File: src/rtl/cpu_pkg.sv
// Shared CPU definitions: default bus widths, fetch FSM states and the
// instruction field positions used by both fetch and decode.
package cpu_pkg;

  localparam int unsigned ADDR_W_DEF = 8;
  localparam int unsigned DATA_W_DEF = 16;

  typedef enum logic [2:0] {
    REQ_HI,
    WAIT_HI,
    REQ_LO,
    WAIT_LO,
    HOLD
  } fetch_state_e;

  localparam int unsigned OPC_MSB = 31;
  localparam int unsigned OPC_LSB = 27;
  localparam int unsigned RD_MSB  = 26;
  localparam int unsigned RD_LSB  = 24;
  localparam int unsigned RS_MSB  = 23;
  localparam int unsigned RS_LSB  = 21;
  localparam int unsigned IMM_MSB = 15;
  localparam int unsigned IMM_LSB = 0;

  function automatic logic [OPC_MSB-OPC_LSB:0] instr_opcode(input logic [31:0] ins);
    return ins[OPC_MSB:OPC_LSB];
  endfunction

endpackage

File: src/rtl/instr_fetch_unit_mem_req_port.sv
// Memory request port: registered single-cycle start strobe, in-flight flag
// and a capture strobe raised once ready has been seen low and then high again.
module mem_req_port (
  input  logic clk,
  input  logic reset,
  input  logic issue,
  input  logic mem_ready,
  output logic mem_start,
  output logic busy,
  output logic done
);

  logic start_q, start_d;
  logic pend_q, pend_d;
  logic low_q, low_d;

  always_comb begin
    start_d = issue;
    pend_d  = pend_q;
    low_d   = low_q;
    // Ready is still high in the cycle the strobe is visible; only a
    // low-then-high sequence marks the returned data.
    done    = pend_q & low_q & mem_ready;
    if (issue) begin
      pend_d = 1'b1;
      low_d  = 1'b0;
    end else if (done) begin
      pend_d = 1'b0;
      low_d  = 1'b0;
    end else if (pend_q && !mem_ready) begin
      low_d = 1'b1;
    end
  end

  always_ff @(posedge clk or posedge reset) begin
    if (reset) begin
      start_q <= 1'b0;
      pend_q  <= 1'b0;
      low_q   <= 1'b0;
    end else begin
      start_q <= start_d;
      pend_q  <= pend_d;
      low_q   <= low_d;
    end
  end

  assign mem_start = start_q;
  assign busy      = pend_q;

endmodule

File: src/rtl/instr_fetch_unit.sv
// Two-word instruction fetch with branch redirect and valid/ready delivery.
// Define FETCH_PERF_CNT_EN to add saturating fetch_count/flush_count outputs.
module instr_fetch_unit
  import cpu_pkg::*;
#(
  parameter int unsigned       ADDR_W   = ADDR_W_DEF,
  parameter int unsigned       DATA_W   = DATA_W_DEF,
  parameter logic [ADDR_W-1:0] RESET_PC = '0
) (
  input  logic                clk,
  input  logic                reset,
  output logic [ADDR_W-1:0]   mem_address,
  output logic                mem_rwn,
  output logic                mem_start,
  input  logic                mem_ready,
  input  logic [DATA_W-1:0]   mem_rdata,
  input  logic                redirect,
  input  logic [ADDR_W-1:0]   redirect_pc,
`ifdef FETCH_PERF_CNT_EN
  output logic [15:0]         fetch_count,
  output logic [15:0]         flush_count,
`endif
  output logic                instr_valid,
  output logic [2*DATA_W-1:0] instr,
  output logic [ADDR_W-1:0]   instr_pc,
  input  logic                instr_ready
);

  fetch_state_e        state_q, state_d;
  logic [ADDR_W-1:0]   pc_q, pc_d;
  logic [ADDR_W-1:0]   addr_q, addr_d;
  logic [DATA_W-1:0]   hi_q, hi_d;
  logic [2*DATA_W-1:0] instr_q, instr_d;
  logic [ADDR_W-1:0]   instr_pc_q, instr_pc_d;
  logic                valid_q, valid_d;
  logic                flush_q, flush_d;
  logic                issue, req_busy, req_done;

  mem_req_port u_req (
    .clk       (clk),
    .reset     (reset),
    .issue     (issue),
    .mem_ready (mem_ready),
    .mem_start (mem_start),
    .busy      (req_busy),
    .done      (req_done)
  );

  always_comb begin
    state_d    = state_q;
    pc_d       = pc_q;
    addr_d     = addr_q;
    hi_d       = hi_q;
    instr_d    = instr_q;
    instr_pc_d = instr_pc_q;
    valid_d    = valid_q;
    flush_d    = flush_q;
    issue      = 1'b0;
    unique case (state_q)
      REQ_HI, REQ_LO: begin
        if (redirect) begin
          pc_d    = redirect_pc;
          state_d = REQ_HI;
        end else if (mem_ready && !req_busy) begin
          issue   = 1'b1;
          addr_d  = (state_q == REQ_HI) ? pc_q : pc_q + ADDR_W'(1);
          state_d = (state_q == REQ_HI) ? WAIT_HI : WAIT_LO;
        end
      end
      WAIT_HI, WAIT_LO: begin
        // The bus cycle cannot be aborted: a redirect only retargets pc and
        // marks the returning word for discard.
        if (redirect) begin
          pc_d    = redirect_pc;
          flush_d = !req_done;
          if (req_done) state_d = REQ_HI;
        end else if (req_done) begin
          if (flush_q) begin
            flush_d = 1'b0;
            state_d = REQ_HI;
          end else if (state_q == WAIT_HI) begin
            hi_d    = mem_rdata;
            state_d = REQ_LO;
          end else begin
            instr_d    = {hi_q, mem_rdata};
            instr_pc_d = pc_q;
            valid_d    = 1'b1;
            pc_d       = pc_q + ADDR_W'(2);
            state_d    = HOLD;
          end
        end
      end
      HOLD: begin
        if (redirect) begin
          pc_d    = redirect_pc;
          valid_d = 1'b0;
          state_d = REQ_HI;
        end else if (instr_ready) begin
          valid_d = 1'b0;
          state_d = REQ_HI;
        end
      end
      default: state_d = REQ_HI;
    endcase
  end

  always_ff @(posedge clk or posedge reset) begin
    if (reset) begin
      state_q    <= REQ_HI;
      pc_q       <= RESET_PC;
      addr_q     <= RESET_PC;
      hi_q       <= '0;
      instr_q    <= '0;
      instr_pc_q <= '0;
      valid_q    <= 1'b0;
      flush_q    <= 1'b0;
    end else begin
      state_q    <= state_d;
      pc_q       <= pc_d;
      addr_q     <= addr_d;
      hi_q       <= hi_d;
      instr_q    <= instr_d;
      instr_pc_q <= instr_pc_d;
      valid_q    <= valid_d;
      flush_q    <= flush_d;
    end
  end

  assign mem_address = addr_q;
  assign mem_rwn     = 1'b1;
  assign instr_valid = valid_q;
  assign instr       = instr_q;
  assign instr_pc    = instr_pc_q;

`ifdef FETCH_PERF_CNT_EN
  logic        accept, discard;
  logic [15:0] fetch_cnt_q, fetch_cnt_d;
  logic [15:0] flush_cnt_q, flush_cnt_d;

  // A redirect during an already-flushing wait discards nothing new.
  assign accept  = (state_q == HOLD) && instr_ready && !redirect;
  assign discard = redirect && ((state_q == HOLD) ||
                   (((state_q == WAIT_HI) || (state_q == WAIT_LO)) && !flush_q));

  always_comb begin
    fetch_cnt_d = fetch_cnt_q;
    flush_cnt_d = flush_cnt_q;
    if (accept && (fetch_cnt_q != '1)) fetch_cnt_d = fetch_cnt_q + 16'd1;
    if (discard && (flush_cnt_q != '1)) flush_cnt_d = flush_cnt_q + 16'd1;
  end

  always_ff @(posedge clk or posedge reset) begin
    if (reset) begin
      fetch_cnt_q <= '0;
      flush_cnt_q <= '0;
    end else begin
      fetch_cnt_q <= fetch_cnt_d;
      flush_cnt_q <= flush_cnt_d;
    end
  end

  assign fetch_count = fetch_cnt_q;
  assign flush_count = flush_cnt_q;
`endif

endmodule

File: config.mk
export PLATFORM = sky130hd
export DESIGN_NAME = instr_fetch_unit
export DESIGN_NICKNAME = d
export VERILOG_FILES = /design/src/rtl/cpu_pkg.sv /design/src/rtl/instr_fetch_unit_mem_req_port.sv /design/src/rtl/instr_fetch_unit.sv
export SDC_FILE = /design/constraint.sdc
export NUM_CORES = 1
export LEC_CHECK = 0
export CORE_MARGIN = 2
export CORE_UTILIZATION = 50
export CTS_BUF_LIST = sky130_fd_sc_hd__clkbuf_8
export DETAILED_ROUTE_END_ITERATION = 7
export DONT_BUFFER_PORTS = 1
export SYNTH_ARGS = -nofsm -noshare
export SYNTH_HDL_FRONTEND = slang
export SYNTH_SLANG_ARGS = --single-unit
File: constraint.sdc
create_clock -name clk -period 2.6 [get_ports clk]
set_input_delay 0.26 -clock clk [delete_from_list [all_inputs] [get_ports clk]]
set_output_delay 0.26 -clock clk [all_outputs]
set_load 0.005 [all_outputs]
# After elaboration in Yosys (flattened, before gate mapping)
# Index checks and enable logic that the tools add are counted.
[totals]
register_bits = 80
output_inout_bits = 51
wordCells = 87
[classes]
n_addsub = 2
n_eq_ne = 14
n_mux = 34
bitwise_logic = 5
n_reduce_logical = 21
[op_table]
columns = ["op", "n"]
rows = [
  ["$mux 8", 6],
  ["$mux 3", 9],
  ["$pmux 8 s2", 1],
  ["$mux 1", 15],
  ["$ne 3x3->1 const B", 5],
  ["$reduce_and 5->1", 3],
  ["$pmux 3 s3", 1],
  ["$add 8x1->8 const B", 1],
  ["$add 8x2->8 const B", 1],
  ["$ne 2x2->1 const B", 4],
  ["$reduce_bool 2->1", 4],
  ["$eq 3x2->1 const B", 2],
  ["$reduce_and 3->1", 2],
  ["$reduce_and 6->1", 1],
  ["$reduce_or 2->1", 2],
  ["$eq 3x1->1 const B", 1],
  ["$eq 3x3->1 const B", 1],
  ["$logic_not 1->1", 3],
  ["$logic_not 3->1", 1],
  ["$not 1->1", 3],
  ["$reduce_bool 3->1", 1],
  ["$reduce_or 3->1", 1],
  ["$and 1x1->1", 2],
  ["$logic_and 1x1->1", 2],
  ["other kinds (4)", 4],
]

# Depth between registers and ports, before layout
[depth]
depth_word = 6
mapped_depth = 6
ltp_nobuf = 5

# By module
# Synthesis repeated with hierarchy kept, for this count alone.
[hier_totals]
cells_unflattened = 263
area_unflattened_um2 = 3437.0
[by_module_without_submodules]
columns = ["mod", "instances", "cells_per_inst", "area_per_inst_um2", "seq_area_each_um2"]
rows = [
  ["instr_fetch_unit", 1, 254, 3326.9, 1926.8],
  ["mem_req_port", 1, 9, 110.1, 75.1],
]

# Worst setup path before layout
# No wires, ideal clock.
[synth_timing]
kind = "register to register"
from = "reg u_req.pend_q, in the netlist u_req.busy"
to = "reg hi_q[0]"
setup_ps = 125
arrival_ps = 1578
required_ps = 2475
path_slack_ps = 897
path_stages_with_launch = 5
n_path_buf = 1
synth_period_minus_slack_ps = 1703
path_cell_list = "dfrtp_1 nand4b_4 nor4b_4 buf_4 mux2_2"
[synth_via]
elab_chain_cells = 3
[synth_rtl]
columns = ["element", "line_no", "rtl"]
rows = [
  ["start, declared", "instr_fetch_unit_mem_req_port.sv:14", "logic pend_q, pend_d;"],
  ["start signal, assigned", "instr_fetch_unit_mem_req_port.sv:42", "pend_q <= pend_d;"],
  ["$and 1x1->1 (2 in series)", "instr_fetch_unit_mem_req_port.sv:23", "done = pend_q & low_q & mem_ready;"],
  ["$reduce_and 5->1 (no source line)", "-", ""],
  ["end signal, assigned", "instr_fetch_unit.sv:121", "hi_q <= hi_d;"],
  ["end, declared", "instr_fetch_unit.sv:32", "logic [DATA_W-1:0] hi_q, hi_d;"],
]
# No other way between the ends.
# A chain may end at the register's enable or synchronous reset.

# Worst setup path in the final report
[layout_timing]
from = "reg state_q[0]"
to = "reg state_q[2]"
[layout_via]
elab_chain_cells = 6
elab_cells_between_ends = 16
classes_between = "7 x eq/ne; 5 x mux; 4 x reduce/logical"
[layout_rtl]
columns = ["element", "line_no", "rtl"]
rows = [
  ["start, declared", "instr_fetch_unit.sv:29", "fetch_state_e state_q, state_d;"],
  ["start signal, assigned", "instr_fetch_unit.sv:118", "state_q <= state_d;"],
  ["$eq 3x1->1", "instr_fetch_unit.sv:59, instr_fetch_unit.sv:81", ""],
  ["$mux 3", "instr_fetch_unit.sv:81", "end else if (state_q == WAIT_HI) begin"],
  ["$mux 3", "instr_fetch_unit.sv:78", "if (flush_q) begin"],
  ["$mux 3", "instr_fetch_unit.sv:77", "end else if (req_done) begin"],
  ["$mux 3", "instr_fetch_unit.sv:73", "if (redirect) begin"],
  ["$pmux 3 s3", "instr_fetch_unit.sv:59", "unique case (state_q)"],
]
# Parallel ways exist; a longest one is shown, timed or not. The select of a mux whose other input is x is not followed.

==> flow_summary_export.csv <==
group,metric,value,unit
outcome,status,"completed",
clocking,cts.hold.buffers_added,3,
place,port_buffers,0,
global_routing,grt_max_degree,54,
global_routing,met3_usage,8.476,%
global_routing,use_met2,25.38,%
logic_synthesis,synth_area_leader_cell,"dfrtp_1",
clocking,clk_latency,350,ps
clocking,clock_path_buffers,2,
drt,wl_per_cell,17.88,um
final_layout,multi_input_area,1325,um2
floorplanning,die_height,86.64,um
critical_path,worstPathArrival,2410,ps
sta,max_freq,460.5,MHz
critical_path,critPathKind,"reg -> reg",
drt,vias,1981,
final_layout,layout.nets,291,
place,gp_congestion,0.8003,
logic_synthesis,syn-mean-instance-area,13.34,um2
critical_path,cp_max_fo,40,
global_routing,grt_use_met1,22.33,%
floorplanning,rows,30,
power,p_int,0.002333,W
drt,routed_wl,6167,um
drt,drtAntennaViolNets,0,
logic_synthesis,synth_seq_cells,80,
logic_synthesis,syn_nets,287,
sta,rsz0062_at_grt,"no",
sta,setup_slack,428.3,ps
floorplanning,die_area,7506,um2
floorplanning,boundaryPins,80,
logic_synthesis,syn_area,3415,um2
place,dp_slack,596.6,ps
clocking,clock_sinks,80,
power,vdd_drop_max,0.3910,mV
final_layout,fillers,556,
power,p_leak,1.799,nW
place,dpl.hpwl,4111,um
power,switching_power,0.0009803,W
drt,routed_via_density,5.742,
power,p_seq_share,54.5,%
global_routing,grt_usage,17.64,%
logic_synthesis,synthArstFlopShare,100.0,%
power,combPwrFrac,17.3,%
clocking,cts-root-buf,"clkbuf_8",
floorplanning,die_w,86.64,um
sta,drv_slew,0,
drt,post-route-drc-count,0,
logic_synthesis,yosysWarningCount,0,
hold_path,hp-class,"in -> reg",
logic_synthesis,synthFlopType,"dfrtp_1",
critical_path,required,2830,ps
sta,worst_pin_slew,531.7,ps
floorplanning,core,6719,um2
flow_run,cap_violations,0,
sta,fin_crit_sh,83.53,%
sta,timing.setup.tns,0,ps
drt,drtIter0Drc,85,
floorplanning,start_util,50.82,%
logic_synthesis,ys_seq_area_share,58.63,%
critical_path,start_kind,"flop",
clocking,cts_made_buffers,9,
logic_synthesis,synth_cell_types,45,
logic_synthesis,synthTopCellsByArea,"dfrtp_1, mux2_2, nand2_1",
global_routing,grt_pass1_wl,10060,um
logic_synthesis,synth_top_cell_area_share,58.63,%
global_routing,grt_pass1_vias,1971,
clocking,cts_tree,"yes",
clocking,clkTransAtPathRegs,80,ps
global_routing,grt-ovfl-total,0,
clocking,postCtsSetupRepairBufs,0,
logic_synthesis,syn_inst,256,
sta,hold_viol,0,
sta,fin_crit,2172,ps
sta,skew,6.614,ps
logic_synthesis,synth_edf_count,0,
final_layout,regArea,2002,um2
sta,setup_violations,0,
global_routing,grt.busiest_layer,"met2",
power,p_per_area,890.0,nW/um2
global_routing,grt_antenna_before_repair,0,
clocking,cts.repair.resized,0,
critical_path,r2r_slack,430,ps
final_layout,synthToLayoutAreaGrowth,9.014,%
clocking,htree_levels,3,
power,swShare,29.59,%
drt,first_pass_iters,4,
sta,slew_headroom,64.55,%
final_layout,diodes,0,
final_layout,drive_above_1_share,33.21,%
power,clkPwrFrac,28.2,%
critical_path,end_kind,"flop",
==> layout by cell type (no fill, tap or decap), types with 2 or more instances in the layout <==
master and instances:
o31ai_1 2, nor3_1 5, xnor2_1 3, o21ai_0 3, buf_4 3, clkinvlp_4 2, nand3_1 4, inv_1 2
a22oi_1 3, ha_1 2, dfrtp_1 80, xor2_1 4, o2bb2ai_1 2, mux2_2 60, a21oi_1 11, o2bb2a_1 3
clkbuf_8 11, nand2_1 15, mux2i_1 3, dlygate4sd3_1 3, clkinv_2 3, nor2_1 14
==> power by group through the flow <==
stage               sequential [W]  clock, W  combinational (W)
floorplan                  0.00171         0           0.000563
global placement           0.00182         0           0.000564
detailed placement         0.00184         0           0.000575
CTS                        0.00181  0.000964           0.000582
global route               0.00186   0.00101           0.000650
finish                     0.00181  0.000934           0.000573
==> path summary, 6_finish.rpt <==
| check | from | endpoint | cells after the start |
|---|---|---|---|
| min in group asynchronous | reset | instr[10] | 2 |
| max in group asynchronous | reset | instr[11] | 3 |
| min reg2reg | hi_q[5] | instr[21] | 1 |
| max reg2reg | state_q[0] | state_q[2] | 5 |
| min | mem_ready | flush_q | 1 |
| max | state_q[0] | state_q[2] | 5 |
==> worst max-delay path, cell delays in order, from the launching register on <==
cell and delay (ps):
dfrtp_1 500, nor2b_1 230, nand3_2 130, buf_4 470, o31ai_1 140, dlygate4sd3_1 580
==> Yosys cell counts, types with 2 or more instances <==
| library cell | number |
|---|---|
| xnor2_1 | 3 |
| buf_4 | 2 |
| ha_1 | 2 |
| dfrtp_1 | 80 |
| a21oi_1 | 11 |
| o31ai_1 | 2 |
| o21ai_0 | 3 |
| nand2_1 | 15 |
| nor2_1 | 14 |
| mux2_2 | 60 |
| mux2i_1 | 3 |
| xor2_1 | 4 |
| buf_2 | 8 |
| a22oi_1 | 3 |
| nand3_1 | 5 |
| nor3_1 | 5 |
| o2bb2ai_1 | 2 |
| inv_1 | 3 |
| o2bb2a_1 | 3 |
| clkbuf_1 | 3 |
==> stage by stage <==
stage / area (um2) / util (%) / total power (W) / cells / hold WS (ps)
6_report: 3722 / 55.40 / 0.003313 / 345 / 41.55
5_1_grt: 3722 / 55.40 / 0.003520 / 345 / 26.96
4_1_cts: 3722 / 55.40 / 0.003357 / 345 / 25.99
3_5_place_dp: 3486 / 51.88 / 0.002412 / 326 / 174.9
3_3_place_gp: 3486 / 51.88 / 0.002387 / 326 / 176.7
2_1_floorplan: 3415 / - / 0.002274 / 256 / 354.8
==> cell type report <==
| cell class | count | share of cell area (%) |
|---|---|---|
| sequential | 80 | 53.78 |
| multi-input combinational | 158 | 35.60 |
| clock buffer | 11 | 4.067 |
| tap | 80 | 2.689 |
| timing repair buffer | 7 | 1.950 |
| clock inverter | 5 | 1.479 |
| inverter | 4 | 0.4370 |
==> sequential cells by signal, summed over array words and instances, names as in the netlist, 3 cells and up <==
| register | cells |
|---|---|
| instr | 32 |
| hi_q | 16 |
| instr_pc | 8 |
| mem_address | 8 |
| pc_q | 8 |
| state_q | 3 |
==> cell families after synthesis <==
kind of cell | after synthesis | share of synthesized area [%]
adder cells (fa/ha/maj) | 2 | 0.7328
AO/OA/AOI/OAI | 34 | 7.182
other | 1 | 0.1098
multiplexers | 63 | 20.67
XOR/XNOR | 7 | 1.796
buffers and inverters | 18 | 2.711
AND/OR/NAND/NOR | 51 | 8.172
flip-flops | 80 | 58.63
==> routing by layer <==
layer / up-vias / share of wire (%)
met4: 0 / 2.0
met3: 11 / 9.3
met2: 64 / 45
met5: - / 0
li1: 925 / -
met1: 981 / 43
No activity file was read; power rests on OpenSTA's default activity.
